**config.mk**
```make
export PLATFORM = sky130hd
export DESIGN_NAME = audio_in_reader
export DESIGN_NICKNAME = d
export VERILOG_FILES = /design/src/rtl/audio_pkg.sv /design/src/rtl/audio_sample_fifo.sv /design/src/rtl/audio_in_reader.sv
export SDC_FILE = /design/constraint.sdc
export NUM_CORES = 1
export LEC_CHECK = 0
export ABC_AREA = 1
export BUFFER_PORTS_ARGS = -buffer_cell sky130_fd_sc_hd__buf_4
export CORE_MARGIN = 3
export CORE_UTILIZATION = 59
export CTS_BUF_LIST = sky130_fd_sc_hd__clkbuf_8 sky130_fd_sc_hd__clkbuf_16
export DETAILED_ROUTE_END_ITERATION = 8
export GPL_TIMING_DRIVEN = 0
export PLACE_DENSITY = 0.85
export SLEW_MARGIN = 20
export SYNTH_ARGS = -nofsm -noshare
export SYNTH_HDL_FRONTEND = slang
export SYNTH_SLANG_ARGS = --single-unit
```
**constraint.sdc**
```tcl
create_clock -name CLOCK_50 -period 4.65 [get_ports CLOCK_50]
set_input_delay 0.2325 -clock CLOCK_50 [delete_from_list [all_inputs] [get_ports CLOCK_50]]
set_output_delay 0.2325 -clock CLOCK_50 [all_outputs]
set_load 0.03 [all_outputs]
```
**src/rtl/audio_pkg.sv**
```systemverilog
// audio_pkg: shared widths, reader FSM states and the stereo
// sample bundle used by the audio input reader and its FIFO.
package audio_pkg;

  localparam int SAMPLE_W = 32;
  localparam int LEVEL_W  = 10;
  localparam int MAG_LSB  = SAMPLE_W - 1 - LEVEL_W;

  typedef enum logic [1:0] {
    IDLE,
    READ,
    GAP
  } rd_state_t;

  typedef struct packed {
    logic [SAMPLE_W-1:0] left;
    logic [SAMPLE_W-1:0] right;
  } stereo_t;

  // |s|, with the most negative value clamped to max positive
  function automatic logic [SAMPLE_W-1:0] mag_of(
    input logic [SAMPLE_W-1:0] s
  );
    logic [SAMPLE_W-1:0] m;
    if (!s[SAMPLE_W-1])
      m = s;
    else if (s == {1'b1, {(SAMPLE_W-1){1'b0}}})
      m = {1'b0, {(SAMPLE_W-1){1'b1}}};
    else
      m = -s;
    return m;
  endfunction

  // bit i set when any magnitude bit at or above 21+i is set
  function automatic logic [LEVEL_W-1:0] therm_of(
    input logic [SAMPLE_W-1:0] m
  );
    logic [LEVEL_W-1:0] t;
    logic [LEVEL_W-1:0] top;
    top = m[SAMPLE_W-2:MAG_LSB];
    for (int i = 0; i < LEVEL_W; i++)
      t[i] = |(top >> i);
    return t;
  endfunction

endpackage

```
**src/rtl/audio_sample_fifo.sv**
```systemverilog
// audio_sample_fifo: DEPTH x 64-bit synchronous FIFO with a
// registered head word, so the head is valid with non-empty.
module audio_sample_fifo
  import audio_pkg::*;
#(
  parameter int DEPTH = 4
) (
  input  logic                    clk,
  input  logic                    rst_n,
  input  logic                    push,
  input  logic                    pop,
  input  logic [2*SAMPLE_W-1:0]   din,
  output logic [2*SAMPLE_W-1:0]   head,
  output logic [$clog2(DEPTH):0]  count,
  output logic                    full,
  output logic                    empty
);

  localparam int AW = $clog2(DEPTH);

  logic [2*SAMPLE_W-1:0] mem [DEPTH];
  logic [AW-1:0]         wr_ptr;
  logic [AW-1:0]         rd_ptr;
  logic [AW-1:0]         rd_nxt;
  logic                  do_push;
  logic                  do_pop;

  assign empty   = (count == '0);
  assign full    = (count == (AW+1)'(DEPTH));
  assign do_pop  = pop & ~empty;
  assign do_push = push & (~full | do_pop);
  assign rd_nxt  = rd_ptr + 1'b1;

  // storage; only slots already written are ever read
  always_ff @(posedge clk)
    if (do_push) mem[wr_ptr] <= din;

  // pointers, occupancy and the registered head word
  always_ff @(posedge clk or negedge rst_n)
    if (!rst_n) begin
      wr_ptr <= '0;
      rd_ptr <= '0;
      count  <= '0;
      head   <= '0;
    end else begin
      if (do_push) wr_ptr <= wr_ptr + 1'b1;
      if (do_pop)  rd_ptr <= rd_nxt;
      count <= count + (AW+1)'(do_push)
                     - (AW+1)'(do_pop);
      if (do_pop && count > (AW+1)'(1))
        head <= mem[rd_nxt];
      else if (do_push && (empty || do_pop))
        head <= din;
    end

endmodule

```
**src/rtl/audio_in_reader.sv**
```systemverilog
// audio_in_reader: pops stereo samples from the codec controller
// into a FIFO; optional peak meter built with AUDIO_IN_PEAK_EN.
module audio_in_reader
  import audio_pkg::*;
#(
  parameter int DEPTH        = 4,
  parameter int DECAY_CYCLES = 5_000_000
) (
  input  logic        CLOCK_50,
  input  logic        resetn,
  input  logic        audio_in_available,
  input  logic [31:0] left_channel_audio_in,
  input  logic [31:0] right_channel_audio_in,
  output logic        read_audio_in,
  output logic        out_valid,
  input  logic        out_ready,
  output logic [31:0] out_left,
  output logic [31:0] out_right,
  output logic [9:0]  level
);

  localparam int AW = $clog2(DEPTH);

  rd_state_t             state;
  logic                  push;
  logic                  pop;
  logic                  full;
  logic                  empty;
  logic [AW:0]           count;
  stereo_t               din;
  logic [2*SAMPLE_W-1:0] head;

  assign push      = (state == READ);
  assign pop       = out_valid & out_ready;
  assign out_valid = ~empty;
  assign din.left  = left_channel_audio_in;
  assign din.right = right_channel_audio_in;
  assign out_left  = head[2*SAMPLE_W-1:SAMPLE_W];
  assign out_right = head[SAMPLE_W-1:0];

  audio_sample_fifo #(
    .DEPTH (DEPTH)
  ) u_fifo (
    .clk   (CLOCK_50),
    .rst_n (resetn),
    .push  (push),
    .pop   (pop),
    .din   (din),
    .head  (head),
    .count (count),
    .full  (full),
    .empty (empty)
  );

  // flag and occupancy views of the FIFO must agree
  a_full: assert property (
    @(posedge CLOCK_50) disable iff (!resetn)
    full == (count == (AW+1)'(DEPTH))
  );

  // one strobe per sample, then a cycle for status to settle
  always_ff @(posedge CLOCK_50 or negedge resetn)
    if (!resetn) begin
      state         <= IDLE;
      read_audio_in <= 1'b0;
    end else begin
      read_audio_in <= 1'b0;
      unique case (state)
        IDLE:
          if (audio_in_available && !full) begin
            state         <= READ;
            read_audio_in <= 1'b1;
          end
        READ:    state <= GAP;
        GAP:     state <= IDLE;
        default: state <= IDLE;
      endcase
    end

`ifdef AUDIO_IN_PEAK_EN
  localparam int DW =
    (DECAY_CYCLES > 1) ? $clog2(DECAY_CYCLES) : 1;

  logic [DW-1:0]      decay_cnt;
  logic               decay;
  logic [LEVEL_W-1:0] peak;
  logic [LEVEL_W-1:0] hit;

  assign decay = (decay_cnt == DW'(DECAY_CYCLES - 1));
  assign hit   = push
               ? therm_of(mag_of(left_channel_audio_in))
               : '0;
  assign level = peak;

  // free-running decay period counter
  always_ff @(posedge CLOCK_50 or negedge resetn)
    if (!resetn)    decay_cnt <= '0;
    else if (decay) decay_cnt <= '0;
    else            decay_cnt <= decay_cnt + 1'b1;

  // peak hold: merge new level on push, halve on decay tick
  always_ff @(posedge CLOCK_50 or negedge resetn)
    if (!resetn)    peak <= '0;
    else if (decay) peak <= (peak >> 1) | hit;
    else            peak <= peak | hit;
`else
  assign level = '0;
`endif

endmodule

```
; Word-level counts from Yosys, hierarchy flattened
; Memory sizes are Yosys's and may differ from the RTL's.
; Cells that the tools add are included.
[word_totals]
ff_bits = 74
mem_bits_rw = 256
input_bits = 68
out_inout_bits = 76
memories = 1
[classes]
add_sub_neg = 4
n_lt_le_gt_ge = 1
eq_ne = 3
mux = 8
bitwise = 6
reduce_logical = 8
[mem_list]
columns = name, words, word_bits, rd, rd_clocked_by_memory_dff, write_ports, line
row1 = u_fifo.mem, 4, 64, 1, 0, 1, audio_sample_fifo.sv:21  ; logic [2*SAMPLE_W-1:0] mem [DEPTH];
[ops]
columns = op, count
row1 = two-way mux 64 bit, 2
row2 = adder 2 x 1 -> 2 bit (second input constant), 2
row3 = two-way mux 1 bit, 4
row4 = one-hot mux 2 bit (2 select lines), 1
row5 = adder 3 x 1 -> 3 bit, 1
row6 = AND 1 bit, 3
row7 = == test 3 bit (second input constant), 1
row8 = > comparator 3 x 1 -> 1 bit (second input constant), 1
row9 = logical AND 1 bit, 3
row10 = zero test 3 bit, 1
row11 = subtractor 3 x 1 -> 3 bit, 1
row12 = == test 2 x 1 -> 1 bit (second input constant), 1
row13 = zero test 2 bit, 1
row14 = two-way mux 2 bit, 1
row15 = inequality test 2 bit (second input constant), 1
row16 = NOT 1 bit, 2
row17 = nonzero test 2 bit, 1
row18 = zero test 1 bit, 1
row19 = logical OR 1 bit, 1
row20 = bitwise OR 1 bit, 1

; Depth between registers and ports, before layout
; Gate-level depths: netlist of run 1.
[depth]
depth_word = 9
depth_mapped = 9
mapped_depth_nobuf = 9

; Cells and area by module
; A second synthesis of run 1 with hierarchy kept.
[unflattened]
cells_unflattened = 1320
hier_area_um2 = 14042.2
[by_module_without_submodules]
columns = mod, instances, cells_per_inst, area_each_um2, seq_area_each_um2
row1 = audio_sample_fifo, 1, 1294, 13842.0, 9464.1
row2 = audio_in_reader, 1, 26, 200.2, 75.1

; Worst setup path after synthesis of run 1
; Ideal clock, no wire load.
[synth_path]
path_kind = register -> register
startpoint = register state[1]
endpoint = memory u_fifo.mem[0][0] (netlist bit) (enable)
setup_time_ns = 0.487
arrival_time_ns = 3.443
t_required_ns = 4.163
setup_slack_ns = 0.720
path_stages_with_launch = 4
path_buffers = 0
cell_sequence = dfrtp_1 > nor2_2 > o21ai_1 > nor2_1
[synth_via]
elab_chain_len = 4
[synth_lines]
columns = item, line
row1 = "start, declared", audio_in_reader.sv:24  ; rd_state_t state;
row2 = "start signal, assigned", audio_in_reader.sv:64  ; state <= IDLE;
row3 = "start signal, assigned", audio_in_reader.sv:71  ; state <= READ;
row4 = "start signal, assigned", audio_in_reader.sv:74  ; READ: state <= GAP;
row5 = == test 2 x 1 -> 1 bit, audio_in_reader.sv:33  ; assign push = (state == READ);
row6 = AND 1 bit, audio_sample_fifo.sv:31  ; assign do_push = push & (~full | do_pop);
row7 = two-way mux 1 bit, audio_sample_fifo.sv:36  ; if (do_push) mem[wr_ptr] <= din;
row8 = two-way mux 1 bit (implied by the code), audio_sample_fifo.sv:36
row9 = "end, declared", audio_sample_fifo.sv:21
; Every way passes these cells.

; Worst setup path in the final report of run 1
[layout_path]
startpoint = register u_fifo.count[1]
endpoint = register u_fifo.count[2]
[layout_via]
elab_chain_len = 8
[layout_lines]
columns = item, line
row1 = "start, declared", audio_sample_fifo.sv:14  ; output logic [$clog2(DEPTH):0] count,
row2 = "start signal, assigned", audio_sample_fifo.sv:48  ; count <= count + (AW+1)'(do_push)
row3 = zero test 3 bit, audio_sample_fifo.sv:28  ; assign empty = (count == '0);
row4 = NOT 1 bit, "audio_sample_fifo.sv:30, audio_in_reader.sv:35"
row5 = AND 1 bit, audio_in_reader.sv:34  ; assign pop = out_valid & out_ready;
row6 = AND 1 bit, audio_sample_fifo.sv:30  ; assign do_pop = pop & ~empty;
row7 = bitwise OR 1 bit *, audio_sample_fifo.sv:31
row8 = AND 1 bit *, audio_sample_fifo.sv:31
row9 = via u_fifo.do_push, audio_sample_fifo.sv:25  ; logic do_push;
row10 = adder 3 x 1 -> 3 bit *, audio_sample_fifo.sv:48
row11 = subtractor 3 x 1 -> 3 bit *, audio_sample_fifo.sv:49  ; - (AW+1)'(do_pop);
; The timed path passes the listed nets; every way through them passes the cells marked *.
; A chain may end at the register's enable or synchronous reset.

==> results of run 1 <==
## through the flow
stage | setup WS, ns | hold slack, ns | power (mW) | utilization | TNS, ns
after global placement | -1.41 | 0.444 | 8.72 | 0.669 | -330.67
after detailed placement | 2.16 | 0.446 | 8.96 | 0.681 | 0
after global routing | 1.97 | 0.159 | 12.3 | 0.758 | 0
final | 2.17 | 0.133 | 11.7 | 0.758 | 0
after CTS | 2.14 | 0.129 | 11.7 | 0.758 | 0
after floorplan | 0.720 | -0.0631 | 7.26 | - | 0
## cells by family after synthesis
group,Yosys count,synth area share
adder cells (fa/ha/maj),9,0.00867
AO/OA/AOI/OAI,2,0.000721
AND/OR/NAND/NOR,857,0.256
buffers and inverters,110,0.0441
XOR/XNOR,3,0.00190
flip-flops,330,0.688
other,1,0.000271
## worst max-delay path by stage
stage                    start           endpoint  slack, ns  cells after the start
2_1_floorplan         state[1]   u_fifo.mem[0][0]       0.72                      3
6_report       u_fifo.count[1]    u_fifo.count[2]       2.17                      7
5_1_grt        u_fifo.count[1]    u_fifo.count[2]       1.97                      7
3_5_place_dp   u_fifo.count[1]    u_fifo.count[2]       2.16                      7
3_3_place_gp          state[1]  u_fifo.mem[2][41]      -1.41                      3
4_1_cts        u_fifo.count[1]    u_fifo.count[2]       2.14                      7
## power by group through the flow
| stage | Combinational, mW | Sequential (mW) | Clock (mW) |
|---|---|---|---|
| CTS | 4.87 | 4.15 | 2.64 |
| global route | 5.37 | 4.21 | 2.76 |
| detailed placement | 4.76 | 4.20 | 0 |
| floorplan | 2.55 | 4.71 | 0 |
| finish | 4.94 | 4.16 | 2.63 |
| global placement | 4.49 | 4.23 | 0 |
## Yosys cell counts
master / count
nor3_1: 2
nand4_1: 64
edfxtp_1: 256
clkbuf_1: 2
inv_1: 16
inv_2: 2
buf_6: 1
buf_2: 57
nor2_2: 2
nand2_2: 2
nor2_1: 5
nand3_1: 129
fa_1: 1
buf_4: 32
conb_1: 1
ha_1: 8
xor2_1: 2
dfrtp_1: 74
o21ai_0: 1
nand2_1: 653
o21ai_1: 1
xnor2_1: 1
## worst register-to-register path, cell delays in order, from the launching register on
cell	delay (ns)
dfrtp_1	0.40
inv_1	0.16
nand3_1	0.12
o21ai_1	0.79
inv_1	0.16
ha_1	0.25
fa_1	0.37
xnor2_1	0.13
## final cells by class
class / instances / area [sq um]
Inverter: 18 / 67.6
Sequential cell: 330 / 9540
Tap cell: 313 / 392
Timing Repair Buffer: 210 / 1910
Buffer: 92 / 544
Fill cell: 1416 / 5530
Antenna cell: 1 / 2.50
Clock inverter: 22 / 130
Multi-Input combinational cell: 881 / 3770
Clock buffer: 39 / 953
## metal layers
metal,GRT usage,part of all wire,wire [microns],vias to the layer above
li1,-,-,-,4903
met1,0.365,0.37,13500,5137
met2,0.478,0.49,18100,740
met3,0.0549,0.099,3610,140
met4,0.129,0.038,1380,0
met5,0,0,0,-
## state kept, by name (all words and copies together) (netlist names)
register / flops
read_audio_in: 1
state: 2
u_fifo.count: 3
u_fifo.head: 64
u_fifo.mem: 256
u_fifo.rd_ptr: 2
u_fifo.wr_ptr: 2
==> impl_metrics.json, run 1 <==
{
  "status": "finished, final reports clean",
  "dieHeight_microns": 159,
  "final_area_sq_um": 17300,
  "grt_max_degree": 75,
  "max_freq_mhz": 403,
  "min_from": "out_ready",
  "netlist_area_sq_um": 13900,
  "synth_warnings": 0,
  "vdd_drop_max_mv": 0.417,
  "maxCapViolCount": 0,
  "first_pass_iters": 7,
  "worstSetupPathType": "register to register",
  "placed_area_sq_um": 15600,
  "cts_tree": "yes",
  "cts_resized": 0,
  "slowest_stage": "o21ai_1",
  "power_density_nw_per_um2": 677,
  "cp_cell_sequence": "inv_1 > nand3_1 > o21ai_1 > inv_1 > ha_1 > fa_1 > xnor2_1",
  "worst_pin_slew_ns": 0.995,
  "skew_ns": 0.00989,
  "hp-class": "primary input to register",
  "cp.arrival_ns": 2.88,
  "worstSetupEndpointType": "register",
  "p_leak_nw": 7.68,
  "instances_no_fill": 1906,
  "postSynthCellCount": 1312,
  "intPower_mw": 6.98,
  "vias": 10900,
  "synth_seq_area_share": 0.688,
  "path_max_fanout": 7,
  "ys_ff_latch": 330,
  "cts_max_level": 2,
  "clkTransAtPathRegs_ns": 0.06,
  "switching_share": 0.405,
  "drc_errors": 0,
  "synth_top_area_cell": "edfxtp_1",
  "setup_violations": 0,
  "min_path_cells": 3,
  "min_period_over_period": 0.534,
  "cts_buffers": 34,
  "r2r-start": "u_fifo.count[1]",
  "critPathBufInv": 2,
  "dieArea_sq_um": 25400,
  "drtAntennaViolNets": 0,
  "timing.rr.end": "u_fifo.count[2]",
  "dp_hpwl_mm": 22.1,
  "wl_mm": 36.6,
  "cpPeakStageDelay_ns": 0.79,
  "worstPathRequired_ns": 5.05,
  "cp-start-kind": "register",
  "final_max_slew_viol_count": 0,
  "post_cts_buffers": 0,
  "drive_gt1_frac": 0.185,
  "routedWlPerCell_microns": 19.2,
  "syn_avg_cell_area_sq_um": 10.6,
  "coreArea_sq_um": 22800,
  "io_buffers": 133,
  "final_nets": 1644,
  "viasPerCell": 5.73,
  "ios": 144,
  "synth_cell_types": 22,
  "clock_latency_ns": 0.51,
  "worstHoldEndpoint": "u_fifo.rd_ptr[0]",
  "relSlewSlack": 0.332,
  "comb_power_share": 0.421,
  "grt_pass1_vias": 11000,
  "rsz0062_at_grt": "no",
  "final_cell_mix": "nand2_1 (653), edfxtp_1 (256), buf_4 (164)",
  "final_common_cell": "nand2_1",
  "antenna_found_initial": 1,
  "hold_violations": 0,
  "yosys.area.top_type_share": 0.555,
  "die_w_microns": 159,
  "r2r_setup_slack_ns": 2.17,
  "root_buffer": "clkbuf_16",
  "drt_iter0_drc": 1252,
  "synthTopCellsByArea": "edfxtp_1 (55%), nand2_1 (18%), dfrtp_1 (13%), nand3_1 (4.7%), nand4_1 (2.9%)",
  "cts_buffer_depth": 3,
  "num_rows": 55,
  "finalCriticalPeriod_ns": 2.48,
  "gp_congestion": 0.837,
  "clkPwrFrac": 0.224,
  "grt-ovfl-total": 0,
  "area_delta_synth_final_pct": 24.9,
  "cts.sinks": 330,
  "start_util": 0.607,
  "cp_common_cell": "inv_1",
  "grt_pass1_wl_mm": 57.4,
  "placedCellCount": 1778,
  "path_delay_family": "compound AO/OA/AOI/OAI gates",
  "grtUsageTotal": 0.285,
  "r2r_cells": 7,
  "netSwitchingPower_mw": 4.75,
  "power_frac_seq": 0.354,
  "cts_hold_buf": 66
}
(Power assumes the default switching activity.)
==> run 2: changes to the inputs <==
- CORE_UTILIZATION: 59 -> 53
- PLACE_DENSITY: 0.85 -> 0.81
- clock period: 4.65 -> 2.1 ns (I/O delays scaled with it)
==> run 2 against run 1 <==
Against the previous run: utilization down 6.9 points; sequential power up 120%; hold slack better by 0.078 ns; cell count up 1.2%; clock skew up 0.0035 ns; routed wire length down 1.9%; power up 130%; first-iteration DRC count down 16%; maximum frequency up 25%; count of clock-buffer cells in the layout up 2; combinational power up 120%; final area up 1.3%.
==> impl_metrics.json, run 2 (synthesized netlist as in run 1, its figures left out) <==
{
  "post-place-ws_ns": -0.00643,
  "cp.arrival_ns": 2.38,
  "die_w_microns": 168,
  "top_register": "u_fifo.mem",
  "final_max_slew_viol_count": 0,
  "min_period_over_period": 0.949,
  "worstSetupPathType": "register to register",
  "dieArea_sq_um": 28100,
  "dieHeight_microns": 168,
  "status": "finished, final reports clean",
  "num_rows": 58,
  "finalCriticalPeriod_ns": 1.99,
  "worst_pin_slew_ns": 0.756,
  "holdWs_ns": 0.211,
  "final_common_cell": "nand2_1",
  "path_max_fanout": 4,
  "cts.sinks": 330,
  "cts_max_level": 2,
  "power_density_nw_per_um2": 1510,
  "largest_register_ffs": 256,
  "drc_errors": 0,
  "vdd_drop_max_mv": 0.863,
  "p_leak_nw": 7.76,
  "grt_pass1_vias": 11000,
  "cts_buffer_depth": 3,
  "drive_gt1_frac": 0.191,
  "start_util": 0.544,
  "hp-class": "primary input to async pin",
  "cts_tree": "yes",
  "clock_latency_ns": 0.51,
  "maxCapViolCount": 0,
  "gp_congestion": 0.789,
  "viasPerCell": 5.57,
  "fin_ws_ns": 0.108,
  "io_buffers": 133,
  "grt_pass1_wl_mm": 56.5,
  "area_delta_synth_final_pct": 26.5,
  "drtAntennaViolNets": 0,
  "max_freq_mhz": 502,
  "final_cell_mix": "nand2_1 (652), edfxtp_1 (256), buf_4 (168)",
  "cts_buffers": 34,
  "relSlewSlack": 0.495,
  "r2r_setup_slack_ns": 0.11,
  "first_pass_iters": 5,
  "skew_ns": 0.0134,
  "dp_hpwl_mm": 22.3,
  "drt_iter0_drc": 1046,
  "wl_mm": 35.9,
  "setup_violations": 0,
  "grt-ovfl-total": 0,
  "routedWlPerCell_microns": 18.6,
  "coreArea_sq_um": 25500,
  "worstSetupEndpointType": "register",
  "reg_top3": "u_fifo.mem (256), u_fifo.head (64), u_fifo.count (3)",
  "antenna_found_initial": 1,
  "worstPathRequired_ns": 2.49,
  "grt_max_degree": 75,
  "cp-start-kind": "register",
  "vias": 10700,
  "ios": 144,
  "clkTransAtPathRegs_ns": 0.06,
  "final_nets": 1649,
  "grtUsageTotal": 0.252,
  "power.total_mw": 26.5,
  "root_buffer": "clkbuf_16",
  "hold_violations": 0
}
run 2: changes by cell type in the layout (fill, tap and decap cells not counted), sizes merged:
cell | before | now
clkbuf | 41 | 43
inv | 28 | 25
dlygate4sd3 | 66 | 67
clkinv | 9 | 7
bufinv | 1 | 5
buf | 234 | 238
run 2: layout make-up:
type                       count  area, sq um
sequential                   330         9540
clock buffer                  41          981
buffer                        92          544
multi-input combinational    881         3800
inverter                      18         67.6
clock inverter                21          228
timing repair buffer         215         1970
fill                        1715         7930
antenna                        1         2.50
tap                          330          413
run 2: power by group:
group	internal, mW	total, mW	switching, mW
clock network	3.94	6.38	2.44
logic	3.56	10.9	7.38
registers	8.58	9.21	0.626
run 2: layer usage:
layer	up-vias	routed length, microns	GRT usage
li1	4913	-	-
met2	573	18200	0.432
met3	72	3070	0.0465
met4	0	831	0.0886
met5	-	0	0
met1	5186	13900	0.326
run 2: critical path: stages (launching register included):
cell,delay [ns]
dfrtp_1,0.38
inv_1,0.13
nand2_1,0.15
nand2_2,0.13
inv_1,0.06
ha_1,0.27
inv_1,0.04
ha_1,0.20
fa_1,0.38
xnor2_1,0.13
run 2: metrics by stage:
stage / cell area (sq um) / std cells / util / setup TNS [ns]
3_5_place_dp: 15600 / 1795 / 0.613 / -0.00643
6_report: 17500 / 1929 / 0.689 / 0
4_1_cts: 17500 / 1926 / 0.688 / 0
3_3_place_gp: 15400 / 1784 / 0.603 / -184.82
2_1_floorplan: 13900 / 1321 / - / 0
5_1_grt: 17500 / 1928 / 0.689 / -0.0134
run 2: worst paths after layout:
check                                         end  cells past startpoint                      start
worst max-delay path              u_fifo.count[2]                      9            u_fifo.count[0]
worst min-delay path              u_fifo.head[58]                      2                     resetn
worst max register to register    u_fifo.count[2]                      9            u_fifo.count[0]
worst min register to register           state[0]                      1                   state[0]
max in group asynchronous         u_fifo.head[26]                      2                     resetn
min in group CLOCK_50           u_fifo.mem[1][61]                      2  left_channel_audio_in[29]
run 2: repair_timing:
| action | 4_1_cts | 5_1_grt |
|---|---|---|
| hold buffers | 67 | 0 |
| hold endpoints to repair | 397 | 0 |
| resized for setup | 0 | 2 |
| setup buffers | 2 | 2 |
| pin swaps | 1 | 2 |
| endpoints found under the setup margin | 1 | 41 |
==> run 3: changes to the inputs <==
==> constraint.sdc (replaced) <==
create_clock -name CLOCK_50 -period 2.1 [get_ports CLOCK_50]
set_input_delay 0.42 -clock CLOCK_50 [delete_from_list [all_inputs] [get_ports CLOCK_50]]
set_output_delay 0.42 -clock CLOCK_50 [all_outputs]
set_load 0.03 [all_outputs]
==> run 3 against run 2 <==
Against the previous run: the flow now finishes with violations (negative hold slack); die area is the same; global-route usage shrank 0.60 points; first-iteration DRC count shrank 9.0%; non-clock buffer count shrank 67; critical path depth is the same; clock power is essentially flat; critical endpoint unchanged; highest routed layer unchanged.
==> impl_metrics.json, run 3 (synthesized netlist as in run 1, its figures left out) <==
{
  "status": "finished, violations left",
  "violations": "negative hold slack",
  "power.total_mw": 26.3,
  "clock_latency_ns": 0.51,
  "cp.arrival_ns": 2.37,
  "dp_hpwl_mm": 22.3,
  "cts_tree": "yes",
  "cts_buffer_depth": 3,
  "worst_pin_slew_ns": 0.746,
  "hp-class": "primary input to async pin",
  "vdd_drop_max_mv": 0.875,
  "skew_ns": 0.0132,
  "final_area_sq_um": 16900,
  "drtAntennaViolNets": 0,
  "final_max_slew_viol_count": 0,
  "drive_gt1_frac": 0.199,
  "worstSetupEndpointType": "register",
  "die_w_microns": 168,
  "antenna_found_initial": 1,
  "ios": 144,
  "reg_top3": "u_fifo.mem (256), u_fifo.head (64), u_fifo.count (3)",
  "final_common_cell": "nand2_1",
  "grt_pass1_vias": 10600,
  "grtUsageTotal": 0.246,
  "grt_pass1_wl_mm": 55.1,
  "drc_errors": 0,
  "coreArea_sq_um": 25500,
  "cp-start-kind": "register",
  "maxCapViolCount": 0,
  "finalCriticalPeriod_ns": 1.99,
  "cts_hold_buf": 0,
  "num_rows": 58,
  "dieHeight_microns": 168,
  "grt-ovfl-total": 0,
  "insertedDiodeCount": 0,
  "final_cell_mix": "nand2_1 (652), edfxtp_1 (256), buf_4 (168)",
  "start_util": 0.544,
  "cts_max_level": 2,
  "setup_violations": 0,
  "dieArea_sq_um": 28100,
  "largest_register_ffs": 256,
  "power_density_nw_per_um2": 1560,
  "worstPathRequired_ns": 2.48,
  "routedWlPerCell_microns": 18.7,
  "top_layer": "met4",
  "clkTransAtPathRegs_ns": 0.06,
  "holdWs_ns": -0.0371,
  "r2r-start": "u_fifo.count[0]",
  "relSlewSlack": 0.502,
  "crit_path_start": "u_fifo.count[0]",
  "m1WireLength_mm": 13.3,
  "first_pass_iters": 7,
  "p_leak_nw": 7.48,
  "max_freq_mhz": 504,
  "grt_max_degree": 75,
  "cts_buffers": 34,
  "drt_iter0_drc": 952,
  "post-place-ws_ns": -0.00643,
  "viasPerCell": 5.57,
  "vias": 10400,
  "final_util": 0.662,
  "hold_violations": 61,
  "min_period_over_period": 0.945,
  "wl_met3_mm": 3.28,
  "dr_wl_met2_mm": 17.3,
  "placed_area_sq_um": 15600,
  "cts.sinks": 330,
  "fin_ws_ns": 0.115,
  "io_buffers": 133,
  "wl_mm": 34.8,
  "worstSetupPathType": "register to register",
  "path_max_fanout": 4,
  "area_delta_synth_final_pct": 21.7,
  "final_nets": 1582,
  "gp_congestion": 0.789,
  "root_buffer": "clkbuf_16",
  "top_register": "u_fifo.mem"
}
## run 3: final cells by class
| cell class | count | area, sq um |
|---|---|---|
| inverter | 18 | 67.6 |
| clock buffer | 41 | 981 |
| fill | 1792 | 8600 |
| sequential | 330 | 9540 |
| clock inverter | 21 | 228 |
| multi-input combinational | 881 | 3800 |
| timing repair buffer | 148 | 1300 |
| tap | 330 | 413 |
| buffer | 92 | 544 |
## run 3: repair_timing
| action | 4_1_cts | 5_1_grt |
|---|---|---|
| pin swaps | 1 | 2 |
| buffers inserted | 2 | 2 |
| resized for setup | 0 | 2 |
| setup endpoints to repair | 1 | 41 |
## run 3: worst max-delay path, stage by stage, from the launching register on
cell     delay, ns
dfrtp_1       0.38
inv_1         0.13
nand2_1       0.15
nand2_2       0.13
inv_1         0.05
ha_1          0.27
inv_1         0.04
ha_1          0.20
fa_1          0.38
xnor2_1       0.13
## run 3: final timing paths
check | depth (start not counted) | slack (ns) | to
hold / removal | 1 | -0.04 | u_fifo.head[56]
setup reg to reg | 9 | 0.11 | u_fifo.count[2]
min in group CLOCK_50 | 1 | 0.12 | u_fifo.mem[2][6]
hold reg to reg | 1 | 0.48 | state[0]
setup / recovery | 9 | 0.11 | u_fifo.count[2]
max in group asynchronous | 1 | 1.63 | u_fifo.head[21]
## run 3: where the power goes
part	total [mW]	internal, mW	switching, mW
clock	6.36	3.94	2.43
sequential	9.19	8.58	0.611
combinational	10.8	3.48	7.28
total	26.3	16.0	10.3
## run 3: stage by stage
step | TNS, ns | std cells
floorplan | 0 | 1321
global placement | -184.82 | 1784
detailed placement | -0.00643 | 1795
CTS | 0 | 1859
global route | -0.0134 | 1861
finish | 0 | 1861
## run 3: layer usage
metal | vias up | global-route usage
met5 | - | 0
met4 | 0 | 0.0832
met3 | 76 | 0.0486
met2 | 543 | 0.420
met1 | 4963 | 0.319
li1 | 4780 | -
